`config.mk`:
```
export PLATFORM = sky130hd
export DESIGN_NAME = spi_frame_buffer
export DESIGN_NICKNAME = d
export VERILOG_FILES = /design/src/rtl/spi_pkg.sv /design/src/rtl/spi_slave_phy.sv /design/src/rtl/spi_frame_buffer.sv
export SDC_FILE = /design/constraint.sdc
export NUM_CORES = 1
export LEC_CHECK = 0
export ABC_CLOCK_PERIOD_IN_PS = 3700
export CAP_MARGIN = 10
export CORE_ASPECT_RATIO = 2
export CORE_UTILIZATION = 57
export DETAILED_ROUTE_END_ITERATION = 8
export PLACE_DENSITY_LB_ADDON = 0.3
export SLEW_MARGIN = 20
export SYNTH_ARGS = -nofsm -noshare
export SYNTH_HDL_FRONTEND = slang
export SYNTH_SLANG_ARGS = --single-unit
```
`constraint.sdc`:
```
create_clock -name clk -period 3.7 [get_ports clk]
set_clock_uncertainty 0.05 [all_clocks]
set_input_delay 0.555 -clock clk [delete_from_list [all_inputs] [get_ports clk]]
set_output_delay 0.555 -clock clk [all_outputs]
set_load 0.03 [all_outputs]
```
`src/rtl/spi_pkg.sv`:
```
// ============================================================================
// Module      : spi_pkg
// Description : Shared types and constants for the SPI frame buffer.
// Revision    : 1.0 - initial release
// ============================================================================
`default_nettype none

package spi_pkg;

  localparam int c_SYNC_STAGES = 2;

  typedef enum logic [0:0] {
    RECV = 1'b0,
    SEND = 1'b1
  } state_t;

  typedef enum logic [1:0] {
    MODE_PASS = 2'd0,
    MODE_REV  = 2'd1,
    MODE_SUM  = 2'd2
  } mode_t;

  // Encoding 3 is reserved and behaves as pass-through.
  function automatic mode_t decodeMode(input logic [1:0] m);
    case (m)
      2'd1:    return MODE_REV;
      2'd2:    return MODE_SUM;
      default: return MODE_PASS;
    endcase
  endfunction

endpackage

`default_nettype wire

```
`src/rtl/spi_slave_phy.sv`:
```
// ============================================================================
// Module      : spi_slave_phy
// Description : SPI mode-0 slave bit engine: synchronisers, edge detect, shifters.
// Revision    : 1.0 - initial release
// ============================================================================
`default_nettype none

module spi_slave_phy
  import spi_pkg::*;
#(
  parameter int DATA_W = 8
) (
  input  logic              clk,
  input  logic              rst,
  input  logic              SCK,
  input  logic              SSEL,
  input  logic              MOSI,
  output logic              MISO,
  input  logic              txEn,
  input  logic              txLoad,
  input  logic [DATA_W-1:0] txWord,
  output logic              txReq,
  output logic              txDone,
  output logic              rxValid,
  output logic [DATA_W-1:0] rxWord
);

  localparam int c_CNT_W = $clog2(DATA_W + 1);

  logic [c_SYNC_STAGES-1:0] r_sckSync;
  logic [c_SYNC_STAGES-1:0] r_sselSync;
  logic [c_SYNC_STAGES-1:0] r_mosiSync;
  logic                     r_sckPrev;
  logic                     r_sselPrev;
  logic [DATA_W-1:0]        r_rxShift;
  logic [DATA_W-1:0]        r_txShift;
  logic [c_CNT_W-1:0]       r_bitCnt;
  logic [c_CNT_W-1:0]       r_fallCnt;
  logic                     r_rxValid;

  logic w_sck;
  logic w_ssel;
  logic w_mosi;
  logic w_sckRise;
  logic w_sckFall;
  logic w_sselFall;
  logic w_selActive;
  logic w_lastBit;
  logic w_lastFall;

  assign w_sck       = r_sckSync[c_SYNC_STAGES-1];
  assign w_ssel      = r_sselSync[c_SYNC_STAGES-1];
  assign w_mosi      = r_mosiSync[c_SYNC_STAGES-1];
  assign w_sckRise   = w_sck & ~r_sckPrev;
  assign w_sckFall   = ~w_sck & r_sckPrev;
  assign w_sselFall  = ~w_ssel & r_sselPrev;
  // Previous select sample lets an edge coinciding with the SSEL rise still count.
  assign w_selActive = ~r_sselPrev;
  assign w_lastBit   = (r_bitCnt == c_CNT_W'(DATA_W - 1));
  assign w_lastFall  = (r_fallCnt == c_CNT_W'(DATA_W - 1));

  always_ff @(posedge clk) begin
    if (rst) begin
      r_sckSync  <= '0;
      r_sselSync <= '1;
      r_mosiSync <= '0;
      r_sckPrev  <= 1'b0;
      r_sselPrev <= 1'b1;
    end else begin
      r_sckSync  <= {r_sckSync[c_SYNC_STAGES-2:0], SCK};
      r_sselSync <= {r_sselSync[c_SYNC_STAGES-2:0], SSEL};
      r_mosiSync <= {r_mosiSync[c_SYNC_STAGES-2:0], MOSI};
      r_sckPrev  <= w_sck;
      r_sselPrev <= w_ssel;
    end
  end

  always_ff @(posedge clk) begin
    if (rst) begin
      r_rxShift <= '0;
      r_bitCnt  <= '0;
      r_rxValid <= 1'b0;
    end else begin
      r_rxValid <= 1'b0;
      if (w_sckRise && w_selActive) begin
        r_rxShift <= {r_rxShift[DATA_W-2:0], w_mosi};
        if (w_lastBit) begin
          r_bitCnt  <= '0;
          r_rxValid <= 1'b1;
        end else begin
          r_bitCnt <= r_bitCnt + 1'b1;
        end
      end
      if (w_ssel) r_bitCnt <= '0;
    end
  end

  always_ff @(posedge clk) begin
    if (rst) begin
      r_txShift <= '0;
      r_fallCnt <= '0;
    end else begin
      if (txLoad) begin
        r_txShift <= txWord;
      end else if (w_sckFall && w_selActive && !w_lastFall) begin
        r_txShift <= {r_txShift[DATA_W-2:0], 1'b0};
      end
      if (w_sckFall && w_selActive) begin
        r_fallCnt <= w_lastFall ? '0 : r_fallCnt + 1'b1;
      end
      if (w_ssel) r_fallCnt <= '0;
    end
  end

  assign txReq   = w_sselFall | (w_sckFall & w_selActive & w_lastFall);
  assign txDone  = r_rxValid;
  assign rxValid = r_rxValid;
  assign rxWord  = r_rxShift;
  assign MISO    = txEn & r_txShift[DATA_W-1];

endmodule

`default_nettype wire

```
`src/rtl/spi_frame_buffer.sv`:
```
// ============================================================================
// Module      : spi_frame_buffer
// Description : SPI-slave frame buffer: stores DEPTH words, returns them transformed.
// Revision    : 1.0 - initial release
// ============================================================================
`default_nettype none

module spi_frame_buffer
  import spi_pkg::*;
#(
  parameter int DATA_W = 8,
  parameter int DEPTH  = 64
) (
  input  logic                       clk,
  input  logic                       rst,
  input  logic                       SCK,
  input  logic                       SSEL,
  input  logic                       MOSI,
  output logic                       MISO,
  input  logic [1:0]                 mode,
  output logic                       frame_received,
  output logic                       frame_sent,
  output logic                       busy_tx,
  output logic [$clog2(DEPTH+1)-1:0] word_count
);

  localparam int c_CNT_W  = $clog2(DEPTH + 1);
  localparam int c_ADDR_W = $clog2(DEPTH);

  state_t              r_state;
  state_t              w_nextState;
  mode_t               r_modeQ;
  mode_t               w_modeEff;
  logic [c_CNT_W-1:0]  r_wordCount;
  logic [DATA_W-1:0]   r_acc;
  logic [DATA_W-1:0]   r_wrData;
  logic                r_wrEn;
  logic                r_frameReceived;
  logic                r_frameSent;
  logic [DATA_W-1:0]   r_mem [DEPTH];

  logic                w_busy;
  logic                w_rxValid;
  logic [DATA_W-1:0]   w_rxWord;
  logic                w_txDone;
  logic                w_txReq;
  logic                w_first;
  logic [DATA_W-1:0]   w_sum;
  logic [c_ADDR_W-1:0] w_k;
  logic [c_ADDR_W-1:0] w_rdIdx;
  logic                w_frameDone;
  logic                w_sendDone;
  logic                w_lastWord;

  assign w_busy     = (r_state == SEND);
  assign w_first    = (r_wordCount == '0);
  assign w_modeEff  = w_first ? decodeMode(mode) : r_modeQ;
  assign w_sum      = (w_first ? '0 : r_acc) + w_rxWord;
  assign w_lastWord = (r_wordCount == c_CNT_W'(DEPTH - 1));
  assign w_k        = r_wordCount[c_ADDR_W-1:0];
  assign w_rdIdx    = (r_modeQ == MODE_REV) ? c_ADDR_W'(DEPTH - 1) - w_k : w_k;

  spi_slave_phy #(
    .DATA_W (DATA_W)
  ) u_phy (
    .clk     (clk),
    .rst     (rst),
    .SCK     (SCK),
    .SSEL    (SSEL),
    .MOSI    (MOSI),
    .MISO    (MISO),
    .txEn    (w_busy),
    .txLoad  (w_busy & w_txReq),
    .txWord  (r_mem[w_rdIdx]),
    .txReq   (w_txReq),
    .txDone  (w_txDone),
    .rxValid (w_rxValid),
    .rxWord  (w_rxWord)
  );

  always_ff @(posedge clk) begin
    if (rst) r_state <= RECV;
    else     r_state <= w_nextState;
  end

  always_comb begin
    w_nextState = r_state;
    w_frameDone = 1'b0;
    w_sendDone  = 1'b0;
    case (r_state)
      RECV: if (r_wrEn && w_lastWord) begin
        w_frameDone = 1'b1;
        w_nextState = SEND;
      end
      SEND: if (w_txDone && w_lastWord) begin
        w_sendDone  = 1'b1;
        w_nextState = RECV;
      end
      default: w_nextState = RECV;
    endcase
  end

  // Received word is transformed and staged here, then written one cycle later.
  always_ff @(posedge clk) begin
    if (rst) begin
      r_wrEn   <= 1'b0;
      r_wrData <= '0;
      r_acc    <= '0;
      r_modeQ  <= MODE_PASS;
    end else begin
      r_wrEn <= 1'b0;
      if (!w_busy && w_rxValid) begin
        r_wrEn   <= 1'b1;
        r_wrData <= (w_modeEff == MODE_SUM) ? w_sum : w_rxWord;
        r_acc    <= w_sum;
        if (w_first) r_modeQ <= decodeMode(mode);
      end
    end
  end

  always_ff @(posedge clk) begin
    if (r_wrEn && !w_busy) r_mem[w_k] <= r_wrData;
  end

  always_ff @(posedge clk) begin
    if (rst) begin
      r_wordCount     <= '0;
      r_frameReceived <= 1'b0;
      r_frameSent     <= 1'b0;
    end else begin
      r_frameReceived <= w_frameDone;
      r_frameSent     <= w_sendDone;
      if (w_frameDone || w_sendDone) begin
        r_wordCount <= '0;
      end else if ((!w_busy && r_wrEn) || (w_busy && w_txDone)) begin
        r_wordCount <= r_wordCount + 1'b1;
      end
    end
  end

  assign frame_received = r_frameReceived;
  assign frame_sent     = r_frameSent;
  assign busy_tx        = w_busy;
  assign word_count     = r_wordCount;

endmodule

`default_nettype wire
```
; Word level (Yosys, flattened, before mapping)
; Memory sizes are Yosys's and may differ from the RTL's.
; Index checks and enable logic that the tools add are counted.
; W data, S select, Z words.
[totals]
regBits = 62
ramBits = 512
wordCells = 81
n_memories = 1
[classes]
add_sub_neg = 5
n_eq_ne = 7
n_mux = 19
bitwise = 14
n_reduce_logical = 17
[memory_table]
columns = name, depth, word_bits, rd, rd_ports_with_merged_regs, wr, line_no
row1 = r_mem, 64, 8, 1, 0, 1, spi_frame_buffer.sv:40  ; logic [DATA_W-1:0] r_mem [DEPTH];
[op_table]
columns = cell, count
row1 = $mux W8, 4
row2 = $mux W1, 9
row3 = $add A4 B1 Y4 const B, 2
row4 = $add A8 B8 Y8, 1
row5 = $eq A4 B3 Y1 const B, 2
row6 = $logic_and A1 B1 Y1, 8
row7 = $mux W4, 2
row8 = $add A7 B1 Y7 const B, 1
row9 = $and A1 B1 Y1, 7
row10 = $eq A7 B6 Y1 const B, 1
row11 = $logic_not A7 Y1, 1
row12 = $mux W6, 1
row13 = $not A1 Y1, 6
row14 = $reduce_or A2 Y1, 3
row15 = $sub A6 B6 Y6 const A, 1
row16 = $eq A2 B1 Y1 const B, 2
row17 = $eq A2 B2 Y1 const B, 2
row18 = $pmux W2 S2, 1
row19 = $logic_not A1 Y1, 2
row20 = $logic_or A1 B1 Y1, 2
row21 = $mux W2, 1
row22 = $pmux W1 S2, 1
row23 = $reduce_bool A2 Y1, 1
row24 = $or A1 B1 Y1, 1

; Longest topological paths before layout
[logic_depth]
depth_word = 7
depth_mapped = 18
depth_no_buf = 14

; Modules after synthesis
; Synthesis repeated with hierarchy kept, for this count alone.
[hier_totals]
cells_unflattened = 1708
hier_area_um2 = 26917.1
[modules_own_cells]
columns = module, instances, cells_per_inst, area_each_um2
row1 = spi_frame_buffer, 1, 1561, 25625.8
row2 = spi_slave_phy, 1, 147, 1291.2

; Least setup slack after synthesis
; OpenSTA, ideal clock, no wires.
[synth_path]
kind = flip-flop to flip-flop
start = register r_wordCount[0] (netlist: word_count[0])
end = register r_wrData[6]
t_arrival_ns = 3.658
required_ns = 3.532
slack_ns = -0.126
stages_incl_launch_ff = 19
n_path_buf = 4
synth_period_minus_slack_ns = 3.826
cell_sequence = dfxtp_1 buf_4 buf_6 inv_1 buf_1 ha_1 or4b_4 buf_6 and2_1 ha_1 inv_1 fa_1 nor2b_1 o21ai_0 a21boi_0 o21a_1 or3_1 a31oi_1 nor2_1
[synth_via]
elab_chain_cells = 4
word_cells_on_any_way = 6
cone_classes = 1 x add/sub / 1 x eq/ne / 3 x mux / 1 x reduce/logical
[synth_rtl]
columns = item, line_no
row1 = from (decl), spi_frame_buffer.sv:34  ; logic [c_CNT_W-1:0] r_wordCount;
row2 = from (signal assigned), spi_frame_buffer.sv:136  ; r_wordCount <= r_wordCount + 1'b1;
row3 = $logic_not A7 Y1 (*), spi_frame_buffer.sv:56  ; assign w_first = (r_wordCount == '0);
row4 = $mux W8 / $mux W2 (equally long branches), --
row5 = $add A8 B8 Y8 / $eq A2 B2 Y1 (equally long branches), "spi_frame_buffer.sv:58, spi_frame_buffer.sv:114"
row6 = $mux W8 (*), spi_frame_buffer.sv:114  ; r_wrData <= (w_modeEff == MODE_SUM) ? w_sum : w_rxWord;
row7 = to (signal assigned), spi_frame_buffer.sv:114
row8 = to (decl), spi_frame_buffer.sv:36  ; logic [DATA_W-1:0] r_wrData;
; Mark *: on every way between the ends. The rest lies on a longest branch, timed or not.
; A chain may end at the register's enable or synchronous reset.

; Worst setup path after layout
[layout_path]
start = register r_wordCount[3] (netlist: word_count[3])
end = register r_wrData[7]
; The elaborated chain is that of the path after synthesis.

==> results by stage <==
Timing:
- The final setup violation count is 0.
- The worst pin sits at a relative slew slack of 0.236.
- The total count of max-transition violations in the final report is 0.
- The post-route setup TNS is 0 ns.
- Setup repair after global routing left no endpoint under its margin.
- At the pin with the least slew margin, the transition time is 1.14 ns.
- The final period utilization is 0.910.
- The worst path needs 3.37 ns of the cycle, external delays included.
- The number of hold violations in the final report is 0.
- Hold timing on the final database bottoms out at a slack of 0.375 ns.
- Based on the critical path, the design can be clocked at up to 0.297 GHz.

Floorplan:
- The initial standard-cell utilization of the core is 0.580.
- The floorplan row count is 112.
- During I/O placement, the number of pins put on the boundary was 18.
- After floorplanning, the core was sized to cover 46800 µm².
- From bottom edge to top edge, the die measures 311 µm.
- The die outline area is 48600 µm².
- The die is 156 µm wide.

Clock network:
- The depth of the CTS H-tree is 2.
- The number of post-CTS setup repair buffers is 0.
- The number of hold-repair buffers added at the cts stage is 0.
- The clock passes through at most 3 buffers.
- In this run, post-CTS repair resized a total of 0 instances.
- The CTS buffer count is 48.
- Clock tree synthesis selected as its root buffer the cell sky130_fd_sc_hd__clkbuf_16.
- The later pin in the worst-skew pair is clocked with a latency of 0.61 ns.
- The TritonCTS clock tree is built.
- The tree built by TritonCTS fans out to 574 sinks.
- The clock transition at the register clock pins on the worst setup and hold paths after CTS is 0.07 ns.

Yosys:
- The post-synthesis adder-cell area fraction is 0.00580.
- Of the synthesized area, sequential elements account for 0.612.
- The most instantiated library cell after synthesis is sky130_fd_sc_hd__edfxtp_1.
- For this run, the leading register cell type out of synthesis is sky130_fd_sc_hd__edfxtp_1.
- The mean instance size in the synthesized netlist is 16.3 µm².
- Counting every net in the synthesized netlist gives 1683.
- The Yosys step of the flow raised 0 warnings.
- After synthesis, the largest family of logic cells by area is multiplexers.
- The proportion of synthesized area in mux cells is 0.224.
- Of the total synthesized cell area, the portion taken by XOR and XNOR cells is 0.00387.
- The proportion of synthesized flip-flops having asynchronous set or reset is 0.
- The number of synthesized flops with an enable pin is 512.
- In this run, synthesis produced a sequential element count of 574.
- The share of synthesized area in the top cell type comes to 0.566.
- The summed instance area of the synthesized netlist is 27200 µm².
- The dominant cell type by area after synthesis is sky130_fd_sc_hd__edfxtp_1.
- The area share of and/or/nand/nor cells after synthesis is 0.0738.
- By count the netlist is led by sky130_fd_sc_hd__edfxtp_1 (512), sky130_fd_sc_hd__mux4_2 (257), sky130_fd_sc_hd__nand2_1 (159).
- The netlist uses 66 different library cells.
- The synthesized-area fraction occupied by ao, oa, aoi and oai cells is 0.0546.
- The number of instances in the synthesized netlist is 1664.
- By area the synthesized netlist is led by sky130_fd_sc_hd__edfxtp_1 (57%), sky130_fd_sc_hd__mux4_2 (21%), sky130_fd_sc_hd__dfxtp_1 (4.6%).

Critical path:
- The kind of cell with the highest combined delay along the critical path is simple AND/OR/NAND/NOR gates.
- Data on the critical path arrives at its endpoint at 3.81 ns.
- For this run, the slowest stage of the critical path takes 0.63 ns.
- The cell with the largest stage delay on the worst path is sky130_fd_sc_hd__or4b_4.
- The startpoint kind of the worst setup timing path is a flip-flop.
- Data on the critical path is required at its endpoint by 4.14 ns.
- The kind of end point of the critical path is a flip-flop.
- Along the worst path, the maximum fanout reaches 11.
- Walking the worst path, the cells encountered are or3_1 -> or4b_4 -> nand2_1 -> inv_1 -> ha_1 -> a21o_1 -> a21oi_1 -> o21ai_0 -> a2111oi_0 -> nor3_1 -> xnor2_1 -> o21ai_1.
- The critical path in this run is classified as flip-flop to flip-flop.
- Counting both buffers and inverters, the worst setup path holds a total of 1.

Global route:
- Across every metal layer, demand over resource in global routing totals 0.320.
- The largest net degree at the start of global routing is 135.
- The via count of the first global-routing pass came to 17.0k.
- Global routing finished with a remaining overflow of 0.
- The first global-routing pass estimated 110000 µm of wire.
- The initial antenna violation count is 1.

Routing:
- For this run, the detailed router's first-pass iteration total came to 5.
- The final wirelength is 75200 µm.
- For this run, design rule violations remaining after detail routing come to 0.
- Once detail routing completed, the nets flagged for antenna violations numbered 0.
- The routed layout has 16.8k vias.
- After the first detailed-routing iteration, the DRC count stood at 1713.
- After detailed routing, the number of vias per cell comes to 7.06.
- In the final routed layout, each cell accounts on average for 31.7 µm.

Cells and area:
- Compared with the post-synthesis result, the final layout area differs by 10.4%.
- The fraction of final layout cells sized beyond drive strength 1 is 0.267.
- The count of nets after finishing is 1728.

Run status:
- The run finished with clean final reports.

Place:
- The detailed placer's ending HPWL is 49500 µm.
- Buffers placed on the I/O ports in this run total 17.
- Routability-driven placement finished with a final weighted congestion of 0.948.

Pwr:
- The worst-case IR drop observed on VDD is 0.301 mV.
- The analysis attributes to cell leakage a power of 9.06 nW.
- The areal power density over the cells is 411 nW/µm².

Flow run:
- Across the run, the number of max-cap violations was 0.

Min path:
- The worst hold path class is flip-flop to flip-flop.
-- state kept, by name, summed over array words and instances, names as in the netlist --
name / count
r_mem: 512
r_acc: 8
r_wrData: 8
u_phy.r_txShift: 8
u_phy.rxWord: 8
word_count: 7
u_phy.r_bitCnt: 4
u_phy.r_fallCnt: 4
r_modeQ: 2
u_phy.r_mosiSync: 2
u_phy.r_sckSync: 2
u_phy.r_sselSync: 2
busy_tx: 1
frame_received: 1
frame_sent: 1
r_wrEn: 1
u_phy.r_sckPrev: 1
u_phy.r_sselPrev: 1
u_phy.rxValid: 1
-- routing by layer --
layer / track usage / up-vias / wire length [µm] / share of wire
met1: 0.342 / 8672 / 23100 / 0.31
met2: 0.551 / 930 / 39300 / 0.52
met3: 0.0396 / 277 / 5080 / 0.068
li1: - / 6898 / - / -
met4: 0.278 / 0 / 7760 / 0.10
met5: 0 / - / 0 / 0
-- worst reg2reg max path, delay by kind of cell (launching register included) --
kind | cells | cell delay (ns)
and+or+nand+nor | 4 | 1.29
AOI/OAI and AO/OA | 5 | 1.04
DFF | 1 | 0.31
adders and majority gates | 1 | 0.27
xor gates and xnor gates | 1 | 0.23
buffers and inverters | 1 | 0.06
-- per-stage QoR --
step / util / instances / power, mW / worst slack (ns) / instance area, µm²
final: 0.641 / 2377 / 12.3 / 0.334 / 30000
after CTS: 0.640 / 2376 / 12.3 / 0.334 / 30000
after global placement: 0.605 / 2286 / 7.12 / 0.385 / 28300
after global routing: 0.641 / 2376 / 12.5 / 0.0974 / 30000
after detailed placement: 0.605 / 2286 / 7.12 / 0.358 / 28300
after floorplan: - / 1664 / 7.11 / 0.0189 / 27200
-- final timing paths --
path                                          start                  end  slack [ns]  cells after the start
worst max-delay path                  word_count[3]          r_wrData[7]        0.33                     12
worst min-delay path            u_phy.r_sselSync[0]  u_phy.r_sselSync[1]        0.38                      1
worst max register to register        word_count[3]          r_wrData[7]        0.33                     12
worst min register to register  u_phy.r_sselSync[0]  u_phy.r_sselSync[1]        0.38                      1
-- cell usage in the layout (no fill, tap or decap), types with 12 or more instances in the layout --
cell type | Yosys | layout
sky130_fd_sc_hd__and3b_1 | 12 | 12
sky130_fd_sc_hd__inv_1 | 16 | 16
sky130_fd_sc_hd__nand2_1 | 159 | 159
sky130_fd_sc_hd__o21ai_0 | 26 | 26
sky130_fd_sc_hd__clkinvlp_4 | 0 | 12
sky130_fd_sc_hd__a211oi_1 | 21 | 21
sky130_fd_sc_hd__o22ai_1 | 16 | 16
sky130_fd_sc_hd__clkdlybuf4s50_1 | 0 | 17
sky130_fd_sc_hd__nor2_1 | 109 | 109
sky130_fd_sc_hd__clkbuf_16 | 0 | 49
sky130_fd_sc_hd__a31oi_1 | 17 | 17
sky130_fd_sc_hd__nand3_1 | 42 | 42
sky130_fd_sc_hd__and2_1 | 14 | 14
sky130_fd_sc_hd__o211ai_1 | 12 | 12
sky130_fd_sc_hd__mux2i_1 | 26 | 26
sky130_fd_sc_hd__edfxtp_1 | 512 | 512
sky130_fd_sc_hd__dfxtp_1 | 62 | 51
sky130_fd_sc_hd__buf_4 | 24 | 91
sky130_fd_sc_hd__o221ai_1 | 22 | 22
sky130_fd_sc_hd__mux4_2 | 257 | 257
sky130_fd_sc_hd__nor2b_1 | 14 | 13
sky130_fd_sc_hd__a21oi_1 | 42 | 42
-- area by class of cell --
type                    count  area (µm²)
diodes                      1        2.50
clock buffers              52        1250
clock inverters            38         395
fillers                  3246       16800
inverters                  17        63.8
multi-input cells         953        9850
flip-flops and latches    574       16600
well taps                 627         785
repair buffers            115         993
-- cells by family after synthesis --
kind of cell	after synthesis
XOR/XNOR	12
buffers and inverters	137
multiplexers	287
AO/OA/AOI/OAI	217
flip-flops	574
adder cells (fa/ha/maj)	12
AND/OR/NAND/NOR	425
-- power by group --
group	switching, mW	leakage, nW	internal (mW)
clock	2.44	0.773	2.90
combinational	0.0195	3.30	0.0113
sequential	0.00171	4.98	6.94
(Power assumes the default switching activity.)
